===== src/rtl/ipu_host_seq.sv =====
`default_nettype none
// ============================================================================
// Module   : ipu_host_seq
// Purpose  : Host-side sequencer for the IPU. Buffers register-file rows and
//            instruction words written by the host, then on start resets the
//            IPU, streams rows and instructions into the IPU load ports, times
//            the run and collects every WT_RD readback into a result buffer.
//            A sticky flag records any IPU overflow seen while running.
// Ports    :
//   clk, hs_rst_n                 clock / async active-low reset
//   hs_wr_en/sel/adrs/data        host buffer write port (IDLE only)
//   hs_inst_cnt, hs_start         run length (clamped to MAX_INST) and start
//   hs_rd_adrs/rd_data/rd_vld     combinational result buffer read port
//   hs_busy, hs_done              run status / one-cycle completion pulse
//   hs_of_flag, hs_ret_cnt        sticky overflow, readbacks captured
//   ipu_rst, ipu_rf_*, ipu_im_*   registered IPU load interface
//   ipu_OF, ipu_TB_ret, ipu_ret_adrs  IPU overflow and readback inputs
// Revision : 1.0 - initial release
// ============================================================================
module ipu_host_seq #(
  parameter int DATA_W   = 16,
  parameter int INST_W   = 26,
  parameter int ADR_W    = 4,
  parameter int MAX_INST = 16,
  parameter int RET_LAT  = 7,
  localparam int CNT_W   = $clog2(MAX_INST + 1)
) (
  input  logic              clk,
  input  logic              hs_rst_n,
  // host buffer write port
  input  logic              hs_wr_en,
  input  logic              hs_wr_sel,
  input  logic [ADR_W-1:0]  hs_wr_adrs,
  input  logic [INST_W-1:0] hs_wr_data,
  // run control
  input  logic [CNT_W-1:0]  hs_inst_cnt,
  input  logic              hs_start,
  // result read port
  input  logic [ADR_W-1:0]  hs_rd_adrs,
  output logic [DATA_W-1:0] hs_rd_data,
  output logic              hs_rd_vld,
  // status
  output logic              hs_busy,
  output logic              hs_done,
  output logic              hs_of_flag,
  output logic [CNT_W-1:0]  hs_ret_cnt,
  // IPU load interface
  output logic              ipu_rst,
  output logic              ipu_rf_ld_en,
  output logic [DATA_W-1:0] ipu_rf_load,
  output logic [ADR_W-1:0]  ipu_rf_ld_adrs,
  output logic              ipu_im_ld_en,
  output logic [INST_W-1:0] ipu_im_instLoad,
  // IPU readback interface
  input  logic              ipu_OF,
  input  logic [DATA_W-1:0] ipu_TB_ret,
  input  logic [ADR_W-1:0]  ipu_ret_adrs
);

  localparam int         ROWS     = 1 << ADR_W;
  localparam int         IIDX_W   = $clog2(MAX_INST);
  localparam int         RUN_W    = $clog2(RET_LAT + MAX_INST + 1);
  localparam logic [1:0] OP_WT_RD = 2'b11;

  typedef enum logic [2:0] {
    S_IDLE  = 3'd0,
    S_IRST  = 3'd1,
    S_LD_RF = 3'd2,
    S_LD_IM = 3'd3,
    S_RUN   = 3'd4,
    S_DONE  = 3'd5
  } state_t;

  // --------------------------------------------------------------------------
  // Storage without reset: host buffers and result data survive reset; only
  // the result-valid flags carry meaning across runs.
  // --------------------------------------------------------------------------
  logic [DATA_W-1:0] row_q  [ROWS];
  logic [INST_W-1:0] inst_q [MAX_INST];
  logic [DATA_W-1:0] res_q  [ROWS];

  // --------------------------------------------------------------------------
  // Control state
  // --------------------------------------------------------------------------
  state_t              state_q, state_d;
  logic [CNT_W-1:0]    idx_q, idx_d;          // LD_RF row / LD_IM instruction index
  logic [RUN_W-1:0]    run_q, run_d;          // RUN cycle counter
  logic [CNT_W-1:0]    cnt_q, cnt_d;          // latched instruction count
  logic [MAX_INST-1:0] rd_sh_q, rd_sh_d;      // per-instruction WT_RD bits
  logic [ROWS-1:0]     vld_q, vld_d;
  logic [CNT_W-1:0]    ret_cnt_q, ret_cnt_d;
  logic                of_q, of_d;
  logic                busy_q, busy_d;
  logic                done_q, done_d;
  logic                ipu_rst_q, ipu_rst_d;
  logic                rf_ld_en_q, rf_ld_en_d;
  logic [DATA_W-1:0]   rf_load_q, rf_load_d;
  logic [ADR_W-1:0]    rf_ld_adrs_q, rf_ld_adrs_d;
  logic                im_ld_en_q, im_ld_en_d;
  logic [INST_W-1:0]   im_inst_q, im_inst_d;

  logic [CNT_W-1:0]    w_cnt_clamp;
  logic [CNT_W-1:0]    w_idx_nxt;
  logic [RUN_W-1:0]    w_run_last;
  logic                w_in_ret;
  logic                w_cap;
  logic                w_host_wr;

  function automatic logic is_rd(input logic [INST_W-1:0] iw);
    return iw[INST_W-1 -: 2] == OP_WT_RD;
  endfunction

  assign w_cnt_clamp = (hs_inst_cnt > CNT_W'(MAX_INST)) ? CNT_W'(MAX_INST) : hs_inst_cnt;
  assign w_idx_nxt   = idx_q + CNT_W'(1);
  assign w_run_last  = RUN_W'(RET_LAT) + RUN_W'(cnt_q) - RUN_W'(1);

  // Readback window: run cycle RET_LAT+k returns instruction k. The WT_RD bits
  // are shifted right once per window cycle, so bit 0 always belongs to the
  // instruction whose result is on the bus right now.
  assign w_in_ret  = (state_q == S_RUN) && (run_q >= RUN_W'(RET_LAT));
  assign w_cap     = w_in_ret && rd_sh_q[0];
  assign w_host_wr = hs_wr_en && (state_q == S_IDLE);

  // --------------------------------------------------------------------------
  // Host buffer writes
  // --------------------------------------------------------------------------
  always_ff @(posedge clk) begin
    if (w_host_wr) begin
      if (hs_wr_sel) begin
        inst_q[hs_wr_adrs[IIDX_W-1:0]] <= hs_wr_data;
      end else begin
        row_q[hs_wr_adrs] <= hs_wr_data[DATA_W-1:0];
      end
    end
  end

  // Readback data is sampled only in capture cycles, so a floating bus at
  // any other time never reaches the buffer.
  always_ff @(posedge clk) begin
    if (w_cap) begin
      res_q[ipu_ret_adrs] <= ipu_TB_ret;
    end
  end

  // --------------------------------------------------------------------------
  // Next-state logic. All IPU-facing outputs are computed for the state being
  // entered, so the registered copies line up with the state register.
  // --------------------------------------------------------------------------
  always_comb begin
    state_d      = state_q;
    idx_d        = idx_q;
    run_d        = run_q;
    cnt_d        = cnt_q;
    rd_sh_d      = rd_sh_q;
    vld_d        = vld_q;
    ret_cnt_d    = ret_cnt_q;
    of_d         = of_q;
    busy_d       = busy_q;
    done_d       = 1'b0;
    ipu_rst_d    = 1'b0;
    rf_ld_en_d   = 1'b0;
    rf_load_d    = '0;
    rf_ld_adrs_d = '0;
    im_ld_en_d   = 1'b0;
    im_inst_d    = '0;

    unique case (state_q)
      S_IDLE: begin
        if (hs_start) begin
          state_d   = S_IRST;
          ipu_rst_d = 1'b1;
          busy_d    = 1'b1;
          cnt_d     = w_cnt_clamp;
          vld_d     = '0;
          ret_cnt_d = '0;
          of_d      = 1'b0;
          rd_sh_d   = '0;
        end
      end

      S_IRST: begin
        state_d      = S_LD_RF;
        idx_d        = '0;
        rf_ld_en_d   = 1'b1;
        rf_ld_adrs_d = '0;
        rf_load_d    = row_q[0];
      end

      S_LD_RF: begin
        if (idx_q == CNT_W'(ROWS - 1)) begin
          idx_d = '0;
          if (cnt_q == '0) begin
            // Nothing to execute: skip instruction load and RUN entirely.
            state_d = S_DONE;
            done_d  = 1'b1;
            busy_d  = 1'b0;
          end else begin
            state_d    = S_LD_IM;
            im_ld_en_d = 1'b1;
            im_inst_d  = inst_q[0];
            rd_sh_d[0] = is_rd(inst_q[0]);
          end
        end else begin
          idx_d        = w_idx_nxt;
          rf_ld_en_d   = 1'b1;
          rf_ld_adrs_d = w_idx_nxt[ADR_W-1:0];
          rf_load_d    = row_q[w_idx_nxt[ADR_W-1:0]];
        end
      end

      S_LD_IM: begin
        if (idx_q == cnt_q - CNT_W'(1)) begin
          state_d = S_RUN;
          run_d   = '0;
        end else begin
          idx_d                           = w_idx_nxt;
          im_ld_en_d                      = 1'b1;
          im_inst_d                       = inst_q[w_idx_nxt[IIDX_W-1:0]];
          rd_sh_d[w_idx_nxt[IIDX_W-1:0]]  = is_rd(inst_q[w_idx_nxt[IIDX_W-1:0]]);
        end
      end

      S_RUN: begin
        of_d = of_q | ipu_OF;
        if (w_cap) begin
          vld_d[ipu_ret_adrs] = 1'b1;
          ret_cnt_d           = ret_cnt_q + CNT_W'(1);
        end
        if (w_in_ret) begin
          rd_sh_d = rd_sh_q >> 1;
        end
        if (run_q == w_run_last) begin
          state_d = S_DONE;
          done_d  = 1'b1;
          busy_d  = 1'b0;
        end else begin
          run_d = run_q + RUN_W'(1);
        end
      end

      S_DONE: begin
        state_d = S_IDLE;
      end

      default: begin
        state_d = S_IDLE;
      end
    endcase
  end

  // --------------------------------------------------------------------------
  // State and output registers. Reset aborts any run at once and holds the
  // IPU in reset with all load enables low.
  // --------------------------------------------------------------------------
  always_ff @(posedge clk or negedge hs_rst_n) begin
    if (!hs_rst_n) begin
      state_q      <= S_IDLE;
      idx_q        <= '0;
      run_q        <= '0;
      cnt_q        <= '0;
      rd_sh_q      <= '0;
      vld_q        <= '0;
      ret_cnt_q    <= '0;
      of_q         <= 1'b0;
      busy_q       <= 1'b0;
      done_q       <= 1'b0;
      ipu_rst_q    <= 1'b1;
      rf_ld_en_q   <= 1'b0;
      rf_load_q    <= '0;
      rf_ld_adrs_q <= '0;
      im_ld_en_q   <= 1'b0;
      im_inst_q    <= '0;
    end else begin
      state_q      <= state_d;
      idx_q        <= idx_d;
      run_q        <= run_d;
      cnt_q        <= cnt_d;
      rd_sh_q      <= rd_sh_d;
      vld_q        <= vld_d;
      ret_cnt_q    <= ret_cnt_d;
      of_q         <= of_d;
      busy_q       <= busy_d;
      done_q       <= done_d;
      ipu_rst_q    <= ipu_rst_d;
      rf_ld_en_q   <= rf_ld_en_d;
      rf_load_q    <= rf_load_d;
      rf_ld_adrs_q <= rf_ld_adrs_d;
      im_ld_en_q   <= im_ld_en_d;
      im_inst_q    <= im_inst_d;
    end
  end

  // --------------------------------------------------------------------------
  // Outputs
  // --------------------------------------------------------------------------
  assign hs_rd_data      = res_q[hs_rd_adrs];
  assign hs_rd_vld       = vld_q[hs_rd_adrs];
  assign hs_busy         = busy_q;
  assign hs_done         = done_q;
  assign hs_of_flag      = of_q;
  assign hs_ret_cnt      = ret_cnt_q;
  assign ipu_rst         = ipu_rst_q;
  assign ipu_rf_ld_en    = rf_ld_en_q;
  assign ipu_rf_load     = rf_load_q;
  assign ipu_rf_ld_adrs  = rf_ld_adrs_q;
  assign ipu_im_ld_en    = im_ld_en_q;
  assign ipu_im_instLoad = im_inst_q;

endmodule
`default_nettype wire


===== config.mk =====
export PLATFORM = sky130hd
export DESIGN_NAME = ipu_host_seq
export DESIGN_NICKNAME = d
export VERILOG_FILES = /design/src/rtl/ipu_host_seq.sv
export SDC_FILE = /design/constraint.sdc
export NUM_CORES = 1
export LEC_CHECK = 0
export ABC_AREA = 0
export BUFFER_PORTS_ARGS = -buffer_cell sky130_fd_sc_hd__buf_2
export CORE_MARGIN = 2
export CORE_UTILIZATION = 60
export DETAILED_ROUTE_END_ITERATION = 12
export PLACE_DENSITY = 0.82
export SLEW_MARGIN = 10
export SYNTH_ARGS = -nofsm -noshare
export SYNTH_HDL_FRONTEND = slang
export SYNTH_SLANG_ARGS = --single-unit

===== constraint.sdc =====
create_clock -name clk -period 3.9 [get_ports clk]
set_input_delay 0.78 -clock clk [delete_from_list [all_inputs] [get_ports clk]]
set_output_delay 0.78 -clock clk [all_outputs]
set_load 0.01 [all_outputs]

==> out/results.ini <==
[sta]
final_hold_viol_count = 0
post-route-min-period_ps = 3410
slew_violations = 0
rsz0062_at_grt = false
slew_headroom = 0.314
max_freq_ghz = 0.293
skew_ps = 37.9
hold_slack_ps = 56.5
finalCritPeriodShare = 0.875
setup_tns_ps = 0
tightest_slew_ps = 1030
final-setup-viol-count = 0

[routing]
drc = 2
drt-pass1-iter-count = 10
wl_per_cell_um = 31.3
wl_um = 101000
vias = 21800
dr.first_iter.drc_count = 2999
ant_nets = 0
viasPerCell = 6.79

[synthesis]
ys.flop_type = edfxtp_1
ys_seq_elements = 1035
synth_edf_count = 928
async_flop_share = 0.103
synth_warnings = 0
yosysUniqueCellTypes = 66
syn_area_per_cell_sq_um = 19.7
seq_area_frac_synth = 0.756
netlist_area_sq_um = 40400
netlist_instances = 2051
synth_nets = 2128

[global_route]
grt_pass1_vias = 22700
gr-total-overflow = 0
grt_antenna_before_repair = 7
busiest_layer = met2
gr-usage-met1 = 0.389
track_usage = 0.293
grt_util_met2 = 0.482
grt_pass1_wl_um = 149000
grt_use_met3 = 0.0617
grt_max_degree = 102

[setup_path]
r2r-start = run_q[0]
reg2reg_slack_ps = 640
worstSetupPathType = input port to output port
worst-r2r-cell-count = 7
cp_max_fo = 24
cp_data_arrival_time_ps = 2630
setup.worst_path.start_class = input port
cp.required_ps = 3120
rr_endpoint = res_q[0][15]
end_kind = output port

[cells_and_area]
layout_commonest_cell = edfxtp_1
drive_above_1_share = 0.292
synthToLayoutAreaGrowth_pct = 14.2
final_cell_mix = edfxtp_1, mux4_2, nand2_1
fin_nets = 2329

[place]
port_buffers = 138
dp_hpwl_um = 53600
gp_congestion = 0.851

[cts]
cts_sinks = 1035
cts_buffers = 99
clock_latency_ps = 660
htree_num_levels = 3
hold_buffers = 0
postCtsSetupRepairBufs = 0
clkSlewWorstSetupHoldPaths_ps = 60
cts_root_buffer = clkbuf_16
clk_path_buf_depth = 3
tritoncts = done
cts_resized = 0

[pwr]
ir_drop_mv = 0.621
p_per_area_nw_per_um2 = 667
p_leak_nw = 15.5

[die]
die_x_um = 264
start_util = 0.604
fp.dieH_um = 264
io_pins = 139
core_sq_um = 66900
die-area_sq_um = 69500
rows = 95

[run_status]
status = finished with violations
violations = DRC

[run]
maxCapViolations = 0

[min_path]
holdCritPathClass = input port to async pin

[metal layers]
metal  wire length [um]  up-vias
met5                  9        -
met4               3550        2
met3              10100      270
met2              50900     1486
met1              36000    11300
li1                   -     8744
[stage by stage]
stage	instances	power (mW)	worst slack, ps	cell area [sq um]	util
after global routing	3213	31.7	417	46100	0.689
after CTS	3209	30.8	473	46100	0.689
after global placement	3024	20.4	569	42700	0.638
after detailed placement	3024	20.7	514	42700	0.638
after floorplan	2051	18.4	557	40400	-
final	3216	30.8	488	46100	0.690
[where the power goes]
part / switching, mW / internal, mW
clock: 4.20 / 5.93
combinational: 4.44 / 3.34
sequential: 0.345 / 12.5
total: 8.99 / 21.8
[registers in the layout, summed over array words and instances (netlist names), 3 cells and up]
name	cells
inst_q	416
res_q	256
row_q	256
ipu_im_instLoad	26
ipu_rf_load	16
rd_sh_q	16
vld_q	16
cnt_q	5
hs_ret_cnt	5
idx_q	5
run_q	5
ipu_rf_ld_adrs	4
state_q	3
[critical path, stage by stage]
cell,delay (ps)
buf_4,100
buf_4,410
mux4_2,630
mux4_2,520
buf_2,170
[cells in the mapped netlist (8+ instances only)]
cell type	instances	area, sq um
edfxtp_1	928	27900
mux4_2	253	5700
nand2_1	187	702
dfrtp_1	106	2650
nand3_1	102	510
nor2_1	74	278
clkbuf_1	63	236
a32o_1	41	410
o21ai_0	38	190
buf_2	27	135
o21a_1	20	150
inv_1	19	71.3
buf_1	15	56.3
xnor2_1	13	114
ha_1	12	150
a21oi_1	11	55.1
a21o_1	10	75.1
nor3_1	9	45.0
a222oi_1	8	80.1
nand3b_1	8	60.1
[cell families (layout without fill, tap and decap cells)]
family | count (synthesis) | after routing | synth area share
XOR/XNOR | 19 | 19 | 0.00458
AND/OR/NAND/NOR | 416 | 416 | 0.0458
multiplexers | 263 | 263 | 0.144
AO/OA/AOI/OAI | 172 | 172 | 0.0325
buffers and inverters | 134 | 419 | 0.0141
flip-flops | 1035 | 1035 | 0.756
other | 0 | 7 | 0
adder cells (fa/ha/maj) | 12 | 12 | 0.00371
[how the worst max path moves through the flow]
stage,start,slack (ps),to
2_1_floorplan,hs_rd_adrs[0],560,hs_rd_data[0]
3_3_place_gp,hs_rd_adrs[0],570,hs_rd_vld
3_5_place_dp,hs_rd_adrs[0],510,hs_rd_vld
4_1_cts,hs_rd_adrs[0],470,hs_rd_data[3]
5_1_grt,hs_rd_adrs[0],420,hs_rd_data[3]
6_report,hs_rd_adrs[0],490,hs_rd_data[3]
[layout make-up]
class	instances	area, sq um
clock buffers	130	2720
fillers	3841	20800
clock inverters	55	719
well taps	873	1090
inverters	19	71.3
multi-input cells	882	9530
flip-flops and latches	1035	30500
repair buffers	215	1450
diodes	7	17.5
(Power assumes the default switching activity.)
